==> config.mk <==
export PLATFORM = sky130hd
export DESIGN_NAME = lsu_bus_demux
export DESIGN_NICKNAME = d
export VERILOG_FILES = /design/src/rtl/bus_pkg.sv /design/src/rtl/route_fifo.sv /design/src/rtl/lsu_bus_demux.sv
export SDC_FILE = /design/constraint.sdc
export NUM_CORES = 1
export LEC_CHECK = 0
export CORE_AREA = 10 10 117 77
export CTS_CLUSTER_SIZE = 8
export DETAILED_ROUTE_END_ITERATION = 8
export DIE_AREA = 0 0 127 87
export PLACE_DENSITY = 0.86
export SLEW_MARGIN = 20
export SYNTH_ARGS = -nofsm -noshare
export SYNTH_HDL_FRONTEND = slang
export SYNTH_SLANG_ARGS = --single-unit
==> constraint.sdc <==
create_clock -name clk -period 3.5 [get_ports clk]
set_input_delay 0.7 -clock clk [delete_from_list [all_inputs] [get_ports clk]]
set_output_delay 0.7 -clock clk [all_outputs]
set_load 0.02 [all_outputs]
==> src/rtl/bus_pkg.sv <==
`default_nettype none
// ============================================================================
// Module   : bus_pkg
// Purpose  : Shared constants for the LSU bus demultiplexer slice: address and
//            data widths, default MMIO window and slave index encoding.
// Revision : 1.0 - initial release
// ============================================================================
package bus_pkg;

  // Request / response field widths
  localparam int ADDR_W = 32;
  localparam int DATA_W = 32;
  localparam int BE_W   = 4;

  // Default slave 1 (MMIO) address window
  localparam logic [ADDR_W-1:0] S1_BASE_DEF = 32'h1000_0000;
  localparam logic [ADDR_W-1:0] S1_MASK_DEF = 32'hF000_0000;

  // Slave index encoding carried in the route tag
  localparam logic SLV_RAM  = 1'b0;
  localparam logic SLV_MMIO = 1'b1;

  // Address decode: 1 selects the MMIO slave
  function automatic logic route_sel(
    input logic [ADDR_W-1:0] addr,
    input logic [ADDR_W-1:0] base,
    input logic [ADDR_W-1:0] mask
  );
    return ((addr & mask) == base);
  endfunction

endpackage
`default_nettype wire

==> src/rtl/route_fifo.sv <==
`default_nettype none
// ============================================================================
// Module   : route_fifo
// Purpose  : 1-bit wide synchronous FIFO holding the slave index of every
//            outstanding request, oldest at the head. Occupancy is kept in a
//            dedicated counter so that full and empty need no extra pointer bit.
// Revision : 1.0 - initial release
// ============================================================================
module route_fifo #(
  parameter int DEPTH = 4,
  localparam int PTR_W = (DEPTH > 1) ? $clog2(DEPTH) : 1,
  localparam int CNT_W = $clog2(DEPTH) + 1
) (
  input  logic             clk,
  input  logic             rst,
  input  logic             push_i,
  input  logic             din_i,
  input  logic             pop_i,
  output logic             head_o,
  output logic             full_o,
  output logic             empty_o,
  output logic [CNT_W-1:0] count_o
);

  logic [DEPTH-1:0] mem_q;
  logic [PTR_W-1:0] wr_ptr_q, wr_ptr_d;
  logic [PTR_W-1:0] rd_ptr_q, rd_ptr_d;
  logic [CNT_W-1:0] count_q, count_d;
  logic             push_ok;
  logic             pop_ok;

  // A push into a full FIFO or a pop from an empty one is ignored
  assign push_ok = push_i & ~full_o;
  assign pop_ok  = pop_i & ~empty_o;

  assign full_o  = (count_q == CNT_W'(DEPTH));
  assign empty_o = (count_q == '0);
  assign head_o  = mem_q[rd_ptr_q];
  assign count_o = count_q;

  // Next-state for pointers and occupancy; pointers wrap naturally at DEPTH
  always_comb begin
    wr_ptr_d = wr_ptr_q;
    rd_ptr_d = rd_ptr_q;
    count_d  = count_q;
    if (push_ok) begin
      wr_ptr_d = wr_ptr_q + 1'b1;
    end
    if (pop_ok) begin
      rd_ptr_d = rd_ptr_q + 1'b1;
    end
    case ({push_ok, pop_ok})
      2'b10:   count_d = count_q + 1'b1;
      2'b01:   count_d = count_q - 1'b1;
      default: count_d = count_q;
    endcase
  end

  // Pointer and occupancy registers
  always_ff @(posedge clk or posedge rst) begin
    if (rst) begin
      wr_ptr_q <= '0;
      rd_ptr_q <= '0;
      count_q  <= '0;
    end else begin
      wr_ptr_q <= wr_ptr_d;
      rd_ptr_q <= rd_ptr_d;
      count_q  <= count_d;
    end
  end

  // Tag storage; contents are meaningless while empty, so no reset is needed
  always_ff @(posedge clk) begin
    if (push_ok) begin
      mem_q[wr_ptr_q] <= din_i;
    end
  end

endmodule
`default_nettype wire

==> src/rtl/lsu_bus_demux.sv <==
`default_nettype none
// ============================================================================
// Module   : lsu_bus_demux
// Purpose  : Steers the core's load/store request stream to the data RAM
//            (slave 0) or the MMIO block (slave 1) by address, and merges the
//            slave responses back to the core strictly in request order.
// Revision : 1.0 - initial release
// ============================================================================
module lsu_bus_demux
  import bus_pkg::*;
#(
  parameter int                MAX_OUTSTANDING = 4,
  parameter logic [ADDR_W-1:0] S1_BASE         = S1_BASE_DEF,
  parameter logic [ADDR_W-1:0] S1_MASK         = S1_MASK_DEF,
  localparam int               CNT_W           = $clog2(MAX_OUTSTANDING) + 1
) (
  input  logic              clk,
  input  logic              rst,
  // Core request
  input  logic              req_valid,
  output logic              req_ready,
  input  logic [ADDR_W-1:0] req_addr,
  input  logic [DATA_W-1:0] req_wdata,
  input  logic              req_we,
  input  logic [BE_W-1:0]   req_be,
  // Core response
  output logic              rsp_valid,
  input  logic              rsp_ready,
  output logic [DATA_W-1:0] rsp_rdata,
  // Slave requests
  output logic              s0_req_valid,
  output logic              s1_req_valid,
  input  logic              s0_req_ready,
  input  logic              s1_req_ready,
  output logic [ADDR_W-1:0] s_req_addr,
  output logic [DATA_W-1:0] s_req_wdata,
  output logic              s_req_we,
  output logic [BE_W-1:0]   s_req_be,
  // Slave responses
  input  logic              s0_rsp_valid,
  input  logic              s1_rsp_valid,
  output logic              s0_rsp_ready,
  output logic              s1_rsp_ready,
  input  logic [DATA_W-1:0] s0_rsp_rdata,
  input  logic [DATA_W-1:0] s1_rsp_rdata,
  // Status
  output logic [CNT_W-1:0]  outstanding,
  output logic              err_stray
);

  logic             sel;
  logic             fifo_push;
  logic             fifo_pop;
  logic             fifo_head;
  logic             fifo_full;
  logic             fifo_empty;
  logic [CNT_W-1:0] fifo_count;
  logic             head_rsp_valid;
  logic             err_stray_q, err_stray_d;

  // ---------------------------------------------------------------------------
  // Request path: purely combinational, no added latency
  // ---------------------------------------------------------------------------
  assign sel = route_sel(req_addr, S1_BASE, S1_MASK);

  // Full blocks new requests even when a response pops in the same cycle;
  // this keeps req_ready independent of the response handshake.
  assign s0_req_valid = req_valid & (sel == SLV_RAM)  & ~fifo_full & ~rst;
  assign s1_req_valid = req_valid & (sel == SLV_MMIO) & ~fifo_full & ~rst;
  assign req_ready    = (sel ? s1_req_ready : s0_req_ready) & ~fifo_full & ~rst;

  assign s_req_addr   = req_addr;
  assign s_req_wdata  = req_wdata;
  assign s_req_we     = req_we;
  assign s_req_be     = req_be;

  assign fifo_push    = req_valid & req_ready;

  // ---------------------------------------------------------------------------
  // Route tag FIFO: remembers which slave owes the next response
  // ---------------------------------------------------------------------------
  route_fifo #(
    .DEPTH   (MAX_OUTSTANDING)
  ) u_route_fifo (
    .clk     (clk),
    .rst     (rst),
    .push_i  (fifo_push),
    .din_i   (sel),
    .pop_i   (fifo_pop),
    .head_o  (fifo_head),
    .full_o  (fifo_full),
    .empty_o (fifo_empty),
    .count_o (fifo_count)
  );

  assign outstanding = fifo_count;

  // ---------------------------------------------------------------------------
  // Response path: only the slave named by the head tag is listened to; the
  // other slave's response is left waiting on its own valid/ready pair.
  // ---------------------------------------------------------------------------
  assign head_rsp_valid = (fifo_head == SLV_MMIO) ? s1_rsp_valid : s0_rsp_valid;

  assign rsp_valid    = ~fifo_empty & head_rsp_valid & ~rst;
  assign rsp_rdata    = fifo_empty ? '0 :
                        ((fifo_head == SLV_MMIO) ? s1_rsp_rdata : s0_rsp_rdata);
  assign s0_rsp_ready = rsp_ready & ~fifo_empty & (fifo_head == SLV_RAM)  & ~rst;
  assign s1_rsp_ready = rsp_ready & ~fifo_empty & (fifo_head == SLV_MMIO) & ~rst;

  assign fifo_pop     = rsp_valid & rsp_ready;

  // ---------------------------------------------------------------------------
  // Stray response detection: any slave response with nothing outstanding
  // ---------------------------------------------------------------------------
  // Sticky set; only reset clears it
  always_comb begin
    err_stray_d = err_stray_q | (fifo_empty & (s0_rsp_valid | s1_rsp_valid));
  end

  // Stray flag register
  always_ff @(posedge clk or posedge rst) begin
    if (rst) begin
      err_stray_q <= 1'b0;
    end else begin
      err_stray_q <= err_stray_d;
    end
  end

  assign err_stray = err_stray_q;

endmodule
`default_nettype wire

# Word level (Yosys, flattened, before mapping)
# Cells that the tools add are included.
totals:
  reg_bits: 12
  inputBits: 141
op_classes:
  addsub: 4
  order_cmp: 3
  n_eq_ne: 4
  n_mux: 10
  bitwise: 27
  n_reduce_logical: 3
ops:
  columns: ["operator", "n"]
  rows:
  - ["$mux 32", 2]
  - ["$and 1x1->1", 20]
  - ["$lt 2x3->1 const B", 2]
  - ["$pmux 3 s2", 1]
  - ["$not 1->1", 5]
  - ["$add 2x1->2 const B", 2]
  - ["$bwmux 4", 1]
  - ["$eq 4x1->1 const B", 1]
  - ["$mux 1", 4]
  - ["$add 3x1->3 const B", 1]
  - ["$eq 3x3->1 const B", 1]
  - ["$logic_not 3->1", 1]
  - ["$sub 3x1->3 const B", 1]
  - ["$bmux 1 s2", 1]
  - ["$demux 1 s2", 1]
  - ["$eq 2x1->1 const B", 1]
  - ["$eq 2x2->1 const B", 1]
  - ["$ge 2x1->1 const B", 1]
  - ["$or 1x1->1", 2]
  - ["$reduce_bool 2->1", 1]
  - ["$logic_and 1x1->1", 1]

# Depth between registers and ports, before layout
depth:
  depth_word: 9
  depth_mapped: 11
  mapped_depth_nobuf: 10

# By module
# From an unflattened synthesis, not the netlist that was laid out.
unflattened:
  cells_unflattened: 205
  area_unflattened_um2: 1781.7
modules_own_cells:
  columns: ["mod", "n_inst", "cells_each", "area_each_um2", "seq_area_each_um2"]
  rows:
  - ["lsu_bus_demux", 1, 162, 1194.9, 25.0]
  - ["route_fifo", 1, 43, 586.8, 295.3]

# Worst setup path before layout
# OpenSTA, ideal clock, no wires.
synth_path:
  path_kind: "input -> register"
  from: "input req_addr[29]"
  to: "register u_route_fifo.count_q[2] (netlist: u_route_fifo.count_o[2])"
  arrival_ns: 2.533
  required_ns: 3.420
  path_slack_ns: 0.887
  cell_stages: 10
  cell_sequence: "nor4b_4 > mux2i_1 > nor2_4 > inv_1 > ha_1 > inv_1 > fa_1 > xor2_1 > nor2_1 > xor2_1"
synth_via:
  elab_chain_len: 8
synth_lines:
  columns: ["item", "line_no", "text"]
  rows:
  - ["start: declaration", "lsu_bus_demux.sv:22", "input logic [ADDR_W-1:0] req_addr,"]
  - ["$eq 4x1->1 *", "bus_pkg.sv:29", "return ((addr & mask) == base);"]
  - ["$mux 1 *", "lsu_bus_demux.sv:70", "assign req_ready = (sel ? s1_req_ready : s0_req_ready) & ~fifo_full & ~rst;"]
  - ["$and 1x1->1 * (2 in a row)", "lsu_bus_demux.sv:70", null]
  - ["$and 1x1->1 *", "lsu_bus_demux.sv:77", "assign fifo_push = req_valid & req_ready;"]
  - ["$and 1x1->1 *", "route_fifo.sv:33", "assign push_ok = push_i & ~full_o;"]
  - ["$eq 2x1->1 / $eq 2x2->1 (equally long branches)", "route_fifo.sv:52", "case ({push_ok, pop_ok})"]
  - ["$pmux 3 s2 / $reduce_bool 2->1 (equally long branches)", null, null]
  - ["end signal: assignment", "route_fifo.sv:68", "count_q <= count_d;"]
  - ["end: declaration", "route_fifo.sv:28", "logic [CNT_W-1:0] count_q, count_d;"]
# Every way passes the cells marked *; elsewhere a longest branch is shown, timed or not.
# A chain may end at the register's enable or synchronous reset.

# Final worst setup path
layout_path:
  from: "input req_addr[29]"
  to: "output req_ready"
layout_via:
  elab_chain_len: 4
layout_lines:
  columns: ["item", "line_no", "text"]
  rows:
  - ["$eq 4x1->1", "bus_pkg.sv:29", null]
  - ["net sel", "lsu_bus_demux.sv:51", "logic sel;"]
  - ["$mux 1", "lsu_bus_demux.sv:70", null]
  - ["$and 1x1->1 (2 in a row)", "lsu_bus_demux.sv:70", null]
  - ["end: declaration", "lsu_bus_demux.sv:21", "output logic req_ready,"]
# The timed path passes the listed nets, and every way through them passes these cells.

==> results.ini <==
[outcome]
status=completed

[worst_setup_path]
path_cells=clkdlybuf4s50_1 > nor4b_4 > mux2i_1 > nor2_1 > clkdlybuf4s50_1
worst_path_most_repeated_cell=clkdlybuf4s50_1
required_ns=2.80
endpoint_kind=output port
crit_family=buffers and inverters
arrival_ns=2.51
worst-path-buf-inv=2
start_kind=input pin
cp_slowest_stage_delay_ns=0.55
critPathSlowestCell=clkdlybuf4s50_1
worstPathMaxFanout=2
critPathKind=in2out
rrSetupSlack_ns=0.83

[yosys]
ys.warnings.count=0
synth-seq-cells=12
ys_async_sr_fraction_pct=66.67
syn_avg_cell_area_um2=8.520
synthDistinctLibCells=27
synthesis.area_mm2=0.001747
syn_inst=205
yosysSeqAreaShare_pct=18.34
synth_edf_count=4
synth_flop_cell=dfrtp_1
synth_nets=352

[timing]
report.final.slew_viol_count=0
skew_ns=0.001743
slew_headroom_pct=61.69
rsz0062_at_grt=no
max_freq_mhz=311.5
fin_ws_ns=0.2893
fin_setup_tns_ns=0
finalSetupViolCount=0
finalHoldViolations=0
fin_hold_ws_ns=0.4933
fin_crit_ns=3.211
tightestPinTransition_ns=0.5626
fin_crit_sh_pct=91.74

[detailed_routing]
routed_wl_um=6312
num_vias=1507
drt_iter0_drc=34
postRouteAntennaNets=0
drt_pass1_iterations=4
routedWlPerCell_um=18.03
viasPerCell=4.306
drc=0

[power]
p_leak_uw=0.001137
cellPowerDensity_mw_per_mm2=707.3
vdd_ir_drop_max_v=0.0003001
power.switching_uw=821.3
p_sw_share_pct=43.69
seq_power_share_pct=13.9
finalPower_uw=1880
clkPwrFrac_pct=12.2
power_frac_comb_pct=73.9
p_int_uw=1058

[finish]
fillCellCount=686
insertedDiodeCount=0
layout_common_cells=121 x clkdlybuf4s50_1, 39 x nor2_1, 39 x mux2i_1
drive_gt1_share_pct=5.792
layout_commonest_cell=clkdlybuf4s50_1
nets=407
areaGrowthSynthToFinish_pct=52.15

[placement]
port_buffers=121
hpwl_um=5502
pre_cts_ws_ns=0.2691
gp_congestion=0.7863

[clock_network]
cts_tree=built
cts_root_buffer=clkbuf_16
clk_latency_ns=0.24
clockBufferDepth=2
cts_buffers=3
clkTransAtPathRegs_ns=0.04
cts_resized=0
cts_max_level=1
cts.sinks=12
post_cts_buffers=0
ctsHoldBuffers=0

[floorplanning]
die_h_um=87
core_mm2=0.006967
die_w_um=127
rows=24
die-area_mm2=0.01105
initial_core_util_pct=25.07
pin_count=252

[grt]
gr-usage-all-layers_pct=10.39
grt_pass1_wl_um=9294
grt-ovfl-total=0
grt_pass1_vias=1638
grt_antenna_before_repair=0
grt_max_degree=33

[min_path]
hold_path.class=reg2reg

[run]
max_cap_violations=0

-- sequential cells by signal, indices dropped and copies added, names as in the netlist --
register and count:
u_route_fifo.rd_ptr_q 2, u_route_fifo.mem_q 4, u_route_fifo.count_o 3, u_route_fifo.wr_ptr_q 2
err_stray 1
-- metal layers --
| layer | track usage (%) | routed length (um) |
|---|---|---|
| met5 | 0 | 0 |
| met4 | 2.575 | 43 |
| met3 | 7.968 | 1045 |
| met2 | 15.89 | 2877 |
| met1 | 11.12 | 2346 |
-- area by class of cell --
class	instances	area, um^2	area share (%)
timing repair buffer	126	1261	47.46
multi-input combinational	109	843.3	31.73
sequential	12	320.3	12.05
tap	91	113.9	4.284
clock buffer	4	88.84	3.343
inverter	8	30.03	1.130
-- cells in the mapped netlist, drive strengths merged (2+ instances only) --
master / count / area share (%)
and2: 4 / 1.4
buf: 73 / 32
clkbuf: 3 / 0.64
dfrtp: 8 / 11
edfxtp: 4 / 6.9
ha: 5 / 3.6
inv: 8 / 1.7
mux2i: 40 / 23
nand3: 2 / 0.86
nor2: 40 / 9.0
nor3: 2 / 0.57
xnor2: 2 / 1.0
xor2: 3 / 1.5
-- per-stage QoR --
stage	util [%]	instance area [um^2]	instances
floorplan	-	1747	205
global placement	36.87	2569	346
detailed placement	36.87	2569	346
CTS	38.15	2658	350
global route	38.15	2658	350
finish	38.15	2658	350
-- cells by family after synthesis --
logic type | count (synthesis) | share of synthesized area [%]
buffers and inverters | 84 | 34.38
AND/OR/NAND/NOR | 54 | 15.11
multiplexers | 41 | 23.78
flip-flops | 12 | 18.34
adder cells (fa/ha/maj) | 6 | 4.728
XOR/XNOR | 5 | 2.508
AO/OA/AOI/OAI | 3 | 1.146
-- power groups by stage --
| stage | clock [uW] | sequential [uW] | combinational (uW) |
|---|---|---|---|
| 3_3_place_gp | 0 | 257 | 1380 |
| 5_1_grt | 243 | 271 | 1490 |
| 3_5_place_dp | 0 | 263 | 1410 |
| 4_1_cts | 234 | 262 | 1420 |
| 2_1_floorplan | 0 | 264 | 880 |
| 6_report | 230 | 260 | 1390 |
-- worst paths after layout --
check | from | to | cells past startpoint
worst max register to register | u_route_fifo.rd_ptr_q[1]$_DFFE_PP0P_ | u_route_fifo.count_o[2]$_DFFE_PP0P_ | 10
worst min-delay path | err_stray$_DFF_PP0_ | err_stray$_DFF_PP0_ | 1
worst min register to register | err_stray$_DFF_PP0_ | err_stray$_DFF_PP0_ | 1
worst max-delay path | req_addr[29] | req_ready | 5
min in group asynchronous | rst | u_route_fifo.count_o[2]$_DFFE_PP0P_ | 2
max in group asynchronous | rst | err_stray$_DFF_PP0_ | 3
(Power assumes the default switching activity.)
